`src/rtl/nibble_serial_subtractor.sv`:
```
`default_nettype none
// +----------------------------------------------------------------------+
// | Module : nibble_serial_subtractor                                    |
// | Brief  : N*4-bit subtract, one nibble per cycle, start/busy/done     |
// | Rev    : 1.0                                                         |
// +----------------------------------------------------------------------+

module nibble_serial_subtractor #(
  parameter int NIBBLES = 4
) (
  input  logic                 clk,
  input  logic                 rst,
  input  logic                 start,
  input  logic [4*NIBBLES-1:0] A,
  input  logic [4*NIBBLES-1:0] B,
  input  logic                 bin,
  output logic [4*NIBBLES-1:0] D,
  output logic                 Bout,
  output logic                 ovf,
  output logic                 busy,
  output logic                 done
);

  localparam int c_width = 4 * NIBBLES;
  localparam int c_idx_w = (NIBBLES > 1) ? $clog2(NIBBLES) : 1;
  localparam logic [c_idx_w-1:0] c_last = c_idx_w'(NIBBLES - 1);

  typedef enum logic [1:0] {
    S_IDLE = 2'd0,
    S_RUN  = 2'd1,
    S_DONE = 2'd2
  } state_t;

  state_t               state_q, state_d;
  logic [c_width-1:0]   a_sh_q, a_sh_d;
  logic [c_width-1:0]   b_sh_q, b_sh_d;
  logic [c_width-1:0]   d_q, d_d;
  logic [c_idx_w-1:0]   idx_q, idx_d;
  logic                 borrow_q, borrow_d;
  logic                 bout_q, bout_d;
  logic                 ovf_q, ovf_d;
  logic                 a_msb_q, a_msb_d;
  logic                 b_msb_q, b_msb_d;

  logic [3:0]           w_sub_d;
  logic                 w_sub_bout;

  parallel_subtractor u_sub (
    .A    (a_sh_q[3:0]),
    .B    (b_sh_q[3:0]),
    .c    (borrow_q),
    .D    (w_sub_d),
    .Bout (w_sub_bout)
  );

  always_comb begin
    state_d  = state_q;
    a_sh_d   = a_sh_q;
    b_sh_d   = b_sh_q;
    d_d      = d_q;
    idx_d    = idx_q;
    borrow_d = borrow_q;
    bout_d   = bout_q;
    ovf_d    = ovf_q;
    a_msb_d  = a_msb_q;
    b_msb_d  = b_msb_q;

    case (state_q)
      S_IDLE, S_DONE: begin
        if (start) begin
          // Sign bits are kept aside because the shift registers lose them.
          a_sh_d   = A;
          b_sh_d   = B;
          a_msb_d  = A[c_width-1];
          b_msb_d  = B[c_width-1];
          borrow_d = bin;
          idx_d    = '0;
          d_d      = '0;
          bout_d   = 1'b0;
          ovf_d    = 1'b0;
          state_d  = S_RUN;
        end else begin
          state_d  = S_IDLE;
        end
      end

      S_RUN: begin
        for (int i = 0; i < NIBBLES; i++) begin
          if (idx_q == c_idx_w'(i)) begin
            d_d[4*i +: 4] = w_sub_d;
          end
        end
        borrow_d = w_sub_bout;
        a_sh_d   = a_sh_q >> 4;
        b_sh_d   = b_sh_q >> 4;
        if (idx_q == c_last) begin
          bout_d  = w_sub_bout;
          ovf_d   = (a_msb_q ^ b_msb_q) & (w_sub_d[3] ^ a_msb_q);
          state_d = S_DONE;
        end else begin
          idx_d   = idx_q + 1'b1;
        end
      end

      default: state_d = S_IDLE;
    endcase
  end

  always_ff @(posedge clk or posedge rst) begin
    if (rst) begin
      state_q  <= S_IDLE;
      a_sh_q   <= '0;
      b_sh_q   <= '0;
      d_q      <= '0;
      idx_q    <= '0;
      borrow_q <= 1'b0;
      bout_q   <= 1'b0;
      ovf_q    <= 1'b0;
      a_msb_q  <= 1'b0;
      b_msb_q  <= 1'b0;
    end else begin
      state_q  <= state_d;
      a_sh_q   <= a_sh_d;
      b_sh_q   <= b_sh_d;
      d_q      <= d_d;
      idx_q    <= idx_d;
      borrow_q <= borrow_d;
      bout_q   <= bout_d;
      ovf_q    <= ovf_d;
      a_msb_q  <= a_msb_d;
      b_msb_q  <= b_msb_d;
    end
  end

  assign D    = d_q;
  assign Bout = bout_q;
  assign ovf  = ovf_q;
  assign busy = (state_q == S_RUN);
  assign done = (state_q == S_DONE);

endmodule

// 4-bit combinational subtract: D = A-B-c mod 16, Bout set when A < B+c.
module parallel_subtractor (
  input  logic [3:0] A,
  input  logic [3:0] B,
  input  logic       c,
  output logic [3:0] D,
  output logic       Bout
);

  logic [4:0] w_diff;

  // The fifth bit is the sign of A-B-c, i.e. the borrow.
  assign w_diff = {1'b0, A} - {1'b0, B} - {4'b0000, c};
  assign D      = w_diff[3:0];
  assign Bout   = w_diff[4];

endmodule
`default_nettype wire

```
`config.mk`:
```
export PLATFORM = sky130hd
export DESIGN_NAME = nibble_serial_subtractor
export DESIGN_NICKNAME = d
export VERILOG_FILES = /design/src/rtl/nibble_serial_subtractor.sv
export SDC_FILE = /design/constraint.sdc
export NUM_CORES = 1
export LEC_CHECK = 0
export CAP_MARGIN = 20
export CORE_ASPECT_RATIO = 0.6
export CORE_MARGIN = 2
export CORE_UTILIZATION = 50
export CTS_CLUSTER_DIAMETER = 100
export DETAILED_ROUTE_END_ITERATION = 8
export PLACE_DENSITY = 0.79
export SLEW_MARGIN = 15
export SYNTH_ARGS = -nofsm -noshare
export SYNTH_HDL_FRONTEND = slang
export SYNTH_SLANG_ARGS = --single-unit
```
`constraint.sdc`:
```
create_clock -name clk -period 2.1 [get_ports clk]
set_input_delay 0.21 -clock clk [delete_from_list [all_inputs] [get_ports clk]]
set_output_delay 0.21 -clock clk [all_outputs]
set_load 0.1 [all_outputs]
```
======== After elaboration in Yosys (flattened, before gate mapping) ========
Index checks and enable logic that the tools add are counted.
word-level totals
  bits in registers ....................... 57
  output and inout bits ................... 20
operators by class
  mux-type cells .......................... 23
  bitwise operators ....................... 3
  equal/unequal tests ..................... 11
  reduce and logical (&&, ||, !) cells .... 11
  add/sub/neg operators ................... 3
operators with widths
  kind                                                    number
  case mux 16 bit (2 select lines)                        3
  two-way mux 16 bit                                      3
  two-way mux 4 bit                                       4
  AND reduction 3 bit                                     5
  inequality test 2 x 1 -> 1 bit (second input constant)  4
  case mux 2 bit (2 select lines)                         2
  equality test 2 bit (second input constant)             3
  two-way mux 2 bit                                       3
  case mux 1 bit (2 select lines)                         3
  two-way mux 1 bit                                       5
  subtractor 4 x 4 -> 5 bit                               1
  subtractor 5 x 1 -> 5 bit                               1
  equality test 2 x 1 -> 1 bit (second input constant)    2
  zero test 2 bit                                         2
  inequality test 2 bit (second input constant)           2
  AND reduction 2 bit                                     2
  adder 2 x 1 -> 2 bit (second input constant)            1
  nonzero test 2 bit                                      1
  OR reduction 2 bit                                      1
  bitwise XOR 1 bit                                       2
  bitwise AND 1 bit                                       1

======== Longest topological paths before layout ========
  depth after elaboration ................. 6
  gate-level depth with buffers ........... 8
  gate-level depth less buffers ........... 8

======== Hierarchy ========
From an unflattened synthesis, not the netlist that was laid out.
second synthesis, totals
  cell total of the unflattened synthesis .. 268
  area, all modules ....................... 2767.7 µm²
by module, submodules not included
  module                    cells each  sequential area each (µm²)  area an instance (µm²)  instances
  nibble_serial_subtractor  244         1426.4                      2560.0                  1
  parallel_subtractor       24          0.0                         207.7                   1

======== Least setup slack after synthesis ========
OpenSTA, ideal clock, no wires.
  path type ............................... flip-flop to output port
  start point ............................. reg state_q[0]
  end point ............................... out done
  data required time ...................... 1.890 ns
  path slack .............................. 0.150 ns
  path buffers ............................ 0
  stages on the path, launching flop included .. 2
  arrival time ............................ 1.740 ns
  cell sequence ........................... dfrtp_1 nor2b_1
between the ends
  longest elaborated chain between the ends .. 1
ends and longest elaborated chain
  what                      RTL line  text
  start: declaration        34        state_t state_q, state_d;
  start signal: assignment  122       state_q <= state_d;
  equality test 2 bit       139       assign done = (state_q == S_DONE);
  end: declaration          21        output logic done
Every way passes these cells.

======== Final worst setup path ========
  start point ............................. reg a_sh_q[0]
  end point ............................... reg ovf_q (netlist: ovf)
between the ends
  longest elaborated chain between the ends .. 6
ends and longest elaborated chain
  what                             RTL line  text
  start: declaration               35        logic [c_width-1:0] a_sh_q, a_sh_d;
  start signal: assignment         123       a_sh_q <= a_sh_d;
  subtractor 4 x 4 -> 5 bit        155       assign w_diff = {1'b0, A} - {1'b0, B} - {4'b0000, c};
  subtractor 5 x 1 -> 5 bit        155
  bitwise XOR 1 bit                98        ovf_d = (a_msb_q ^ b_msb_q) & (w_sub_d[3] ^ a_msb_q);
  bitwise AND 1 bit                98
  two-way mux 1 bit                96        if (idx_q == c_last) begin
  case mux 1 bit (2 select lines)  68        case (state_q)
  end signal: assignment           129       ovf_q <= ovf_d;
  end: declaration                 41        logic ovf_q, ovf_d;
Every way passes these cells. The select of a mux whose other input is x is not followed.
A chain may end at the register's enable or synchronous reset.

==> flow_metrics.tcl <==
set metrics [dict create \
    hold_path.class "input port to asynchronous set/reset pin" \
    antennaDiodeCount 0 \
    fin_nets 354 \
    rsz0062_at_grt "true" \
    via_per_inst 5.48 \
    finClkSkew_ns 0.00791 \
    gp_congestion 0.777 \
    path_class "flip-flop to flip-flop" \
    synth_edf_count 0 \
    yosysWarnings 0 \
    grt_pass1_vias 1938 \
    arrival_ns 2.30 \
    antenna_left 0 \
    num_io_pins 56 \
    clk_latency_ns 0.33 \
    finalCriticalPeriod_ns 2.08 \
    dp_slack_ns -0.0399 \
    status "completed" \
    wl_per_cell_um 15.8 \
    fmax_ghz 0.481 \
    maxCapViolCount 0 \
    die_area_um2 5670 \
    grt_antenna_before_repair 0 \
    yosysUniqueCellTypes 33 \
    syn_nets 293 \
    htree_levels 3 \
    crit_required_ns 2.32 \
    fin_setup_tns_ns 0 \
    drt_iter0_markers 118 \
    synth_top_family_by_area "compound AO/OA/AOI/OAI gates" \
    setup_violations 0 \
    yosys.area_share.simple 0.146 \
    multi_input_area_um2 1010 \
    worstPathMaxFanout 5 \
    startpoint "a_sh_q[0]" \
    avgSynthCellArea_um2 10.3 \
    wirelength_mm 5.88 \
    coreArea_um2 4730 \
    synthToLayoutAreaGrowth_pct 31.0 \
    yosysTopAreaCell "dfrtp_1" \
    critPathLaunchType "flip-flop" \
    drive_gt1_frac 0.172 \
    synth_seq_area_share 0.564 \
    maxSlewViolCount 0 \
    regArea_um2 1430 \
    hold_viol 0 \
    synth-seq-cells 57 \
    synth_compound_gate_area_share 0.159 \
    synth_cells 245 \
    root_buffer "clkbuf_8" \
    ys_top_cells_by_area "dfrtp_1 56%, nor2_1 5.9%, o22ai_1 5.9%" \
    synth_area_um2 2530 \
    drtPass1Iterations 4 \
    synth_mux_area_frac 0.00395 \
    initial_core_util 0.535 \
    synth-adder-area-share 0.0652 \
    setup_ws_ns 0.0194 \
    grt_max_degree 58 \
    cts_sinks 57 \
    synth-xor-area-share 0.0104 \
    cts_tree "done" \
    route.detailed.drc 0 \
    cts.clk_slew.worst_paths_ns 0.06 \
    die_h_um 59.1 \
    synth_common_cells "57 x dfrtp_1, 40 x nor2_1, 24 x o22ai_1" \
    die_x_um 95.9 \
    synth_top_area_frac 0.564 \
    num-fill-cells 371 \
    track_usage 0.225 \
    slew_headroom 0.585 \
    async_flop_share 1.00 \
    synth_ff_type "dfrtp_1" \
    cts_made_buffers 9 \
    dr_total_vias 2039 \
    synth.most_common_cell "dfrtp_1" \
    rows 19 \
    hpwl_mm 3.90 \
    grt-ovfl-total 0 \
    post-route-period-util 0.991 \
    cp-end-kind "flip-flop" \
    grt_pass1_wl_mm 9.36 \
    cts_buffer_depth 2 \
    worstMarginPinSlew_ns 0.622 \
    r2r_start "a_sh_q[0]" \
    numPortBuffers 55 \
]
## per-layer routing
| layer | vias up | track usage | share of wire |
|---|---|---|---|
| li1 | 972 | - | - |
| met1 | 1000 | 0.341 | 0.50 |
| met4 | 0 | 0.0551 | 0.014 |
| met5 | - | 0 | 0 |
| met2 | 58 | 0.306 | 0.42 |
| met3 | 9 | 0.0852 | 0.064 |
## worst max-delay path: stages (launching register included)
cell and delay (ns):
dfrtp_1 0.40, fa_1 0.57, buf_4 0.12, ha_4 0.12
o21ai_2 0.07, and3b_1 0.19, or2_4 0.28, o311ai_4 0.23
## cells in the final DEF, fill, tap and decap left out, drive strengths merged, types with 2 or more instances in the layout
master | netlist | layout
nor2b | 3 | 3
buf | 11 | 27
ha | 10 | 10
clkdlybuf4s50 | 0 | 35
o22ai | 24 | 24
nand2b | 3 | 3
nand2 | 13 | 13
dfrtp | 57 | 57
clkinv | 0 | 2
xnor2 | 2 | 2
inv | 15 | 15
nor2 | 41 | 41
a22o | 8 | 8
fa | 2 | 2
a21oi | 7 | 7
o21ai | 20 | 20
nand3 | 17 | 17
clkbuf | 1 | 11
## final timing paths
check                           cells after the start    endpoint  slack [ns]
worst max-delay path                                7         ovf        0.02
worst min-delay path                                3   a_sh_q[1]        0.25
worst max register to register                      7         ovf        0.02
worst min register to register                      2  a_sh_q[10]        0.50
max in group asynchronous                           3  a_sh_q[11]        1.60
min in group clk                                    3     a_msb_q        0.46
## final cells by class
| type | count | share of cell area |
|---|---|---|
| clock buffer | 11 | 0.0457 |
| clock inverter | 3 | 0.00528 |
| inverter | 15 | 0.0170 |
| multi-input combinational | 161 | 0.304 |
| sequential | 57 | 0.430 |
| tap | 63 | 0.0238 |
| timing repair buffer | 62 | 0.174 |
## stage by stage
step | util | cells | instance area [um2] | hold slack (ns)
2_1_floorplan | - | 245 | 2530 | 0.315
3_3_place_gp | 0.657 | 357 | 3110 | 0.470
3_5_place_dp | 0.657 | 357 | 3110 | 0.482
4_1_cts | 0.693 | 371 | 3280 | 0.260
5_1_grt | 0.701 | 372 | 3320 | 0.285
6_report | 0.701 | 372 | 3320 | 0.254
## sequential cells by signal, summed over array words and instances (netlist names)
signal,cells
a_msb_q,1
D,16
Bout,1
b_msb_q,1
idx_q,2
ovf,1
a_sh_q,16
b_sh_q,16
borrow_q,1
state_q,2
## kinds of logic (layout without fill, tap and decap cells)
logic type	count (synthesis)	count (layout)
flops	57	57
simple gates	81	81
compound gates	64	64
fa+ha+maj	12	12
xor+xnor	3	3
buf+inv	27	91
mux	1	1
## what timing repair did
action / CTS / global route
setup buffers: 0 / 1
pin swaps: 2 / 6
hold buffers: 0 / 0
gates resized for setup: 1 / 6
setup endpoints to repair: 1 / 1
Power of run 1 is left out: the tool's default activity adds up to more than one toggle a clock period on the data nets, which glitch-free logic cannot reach.
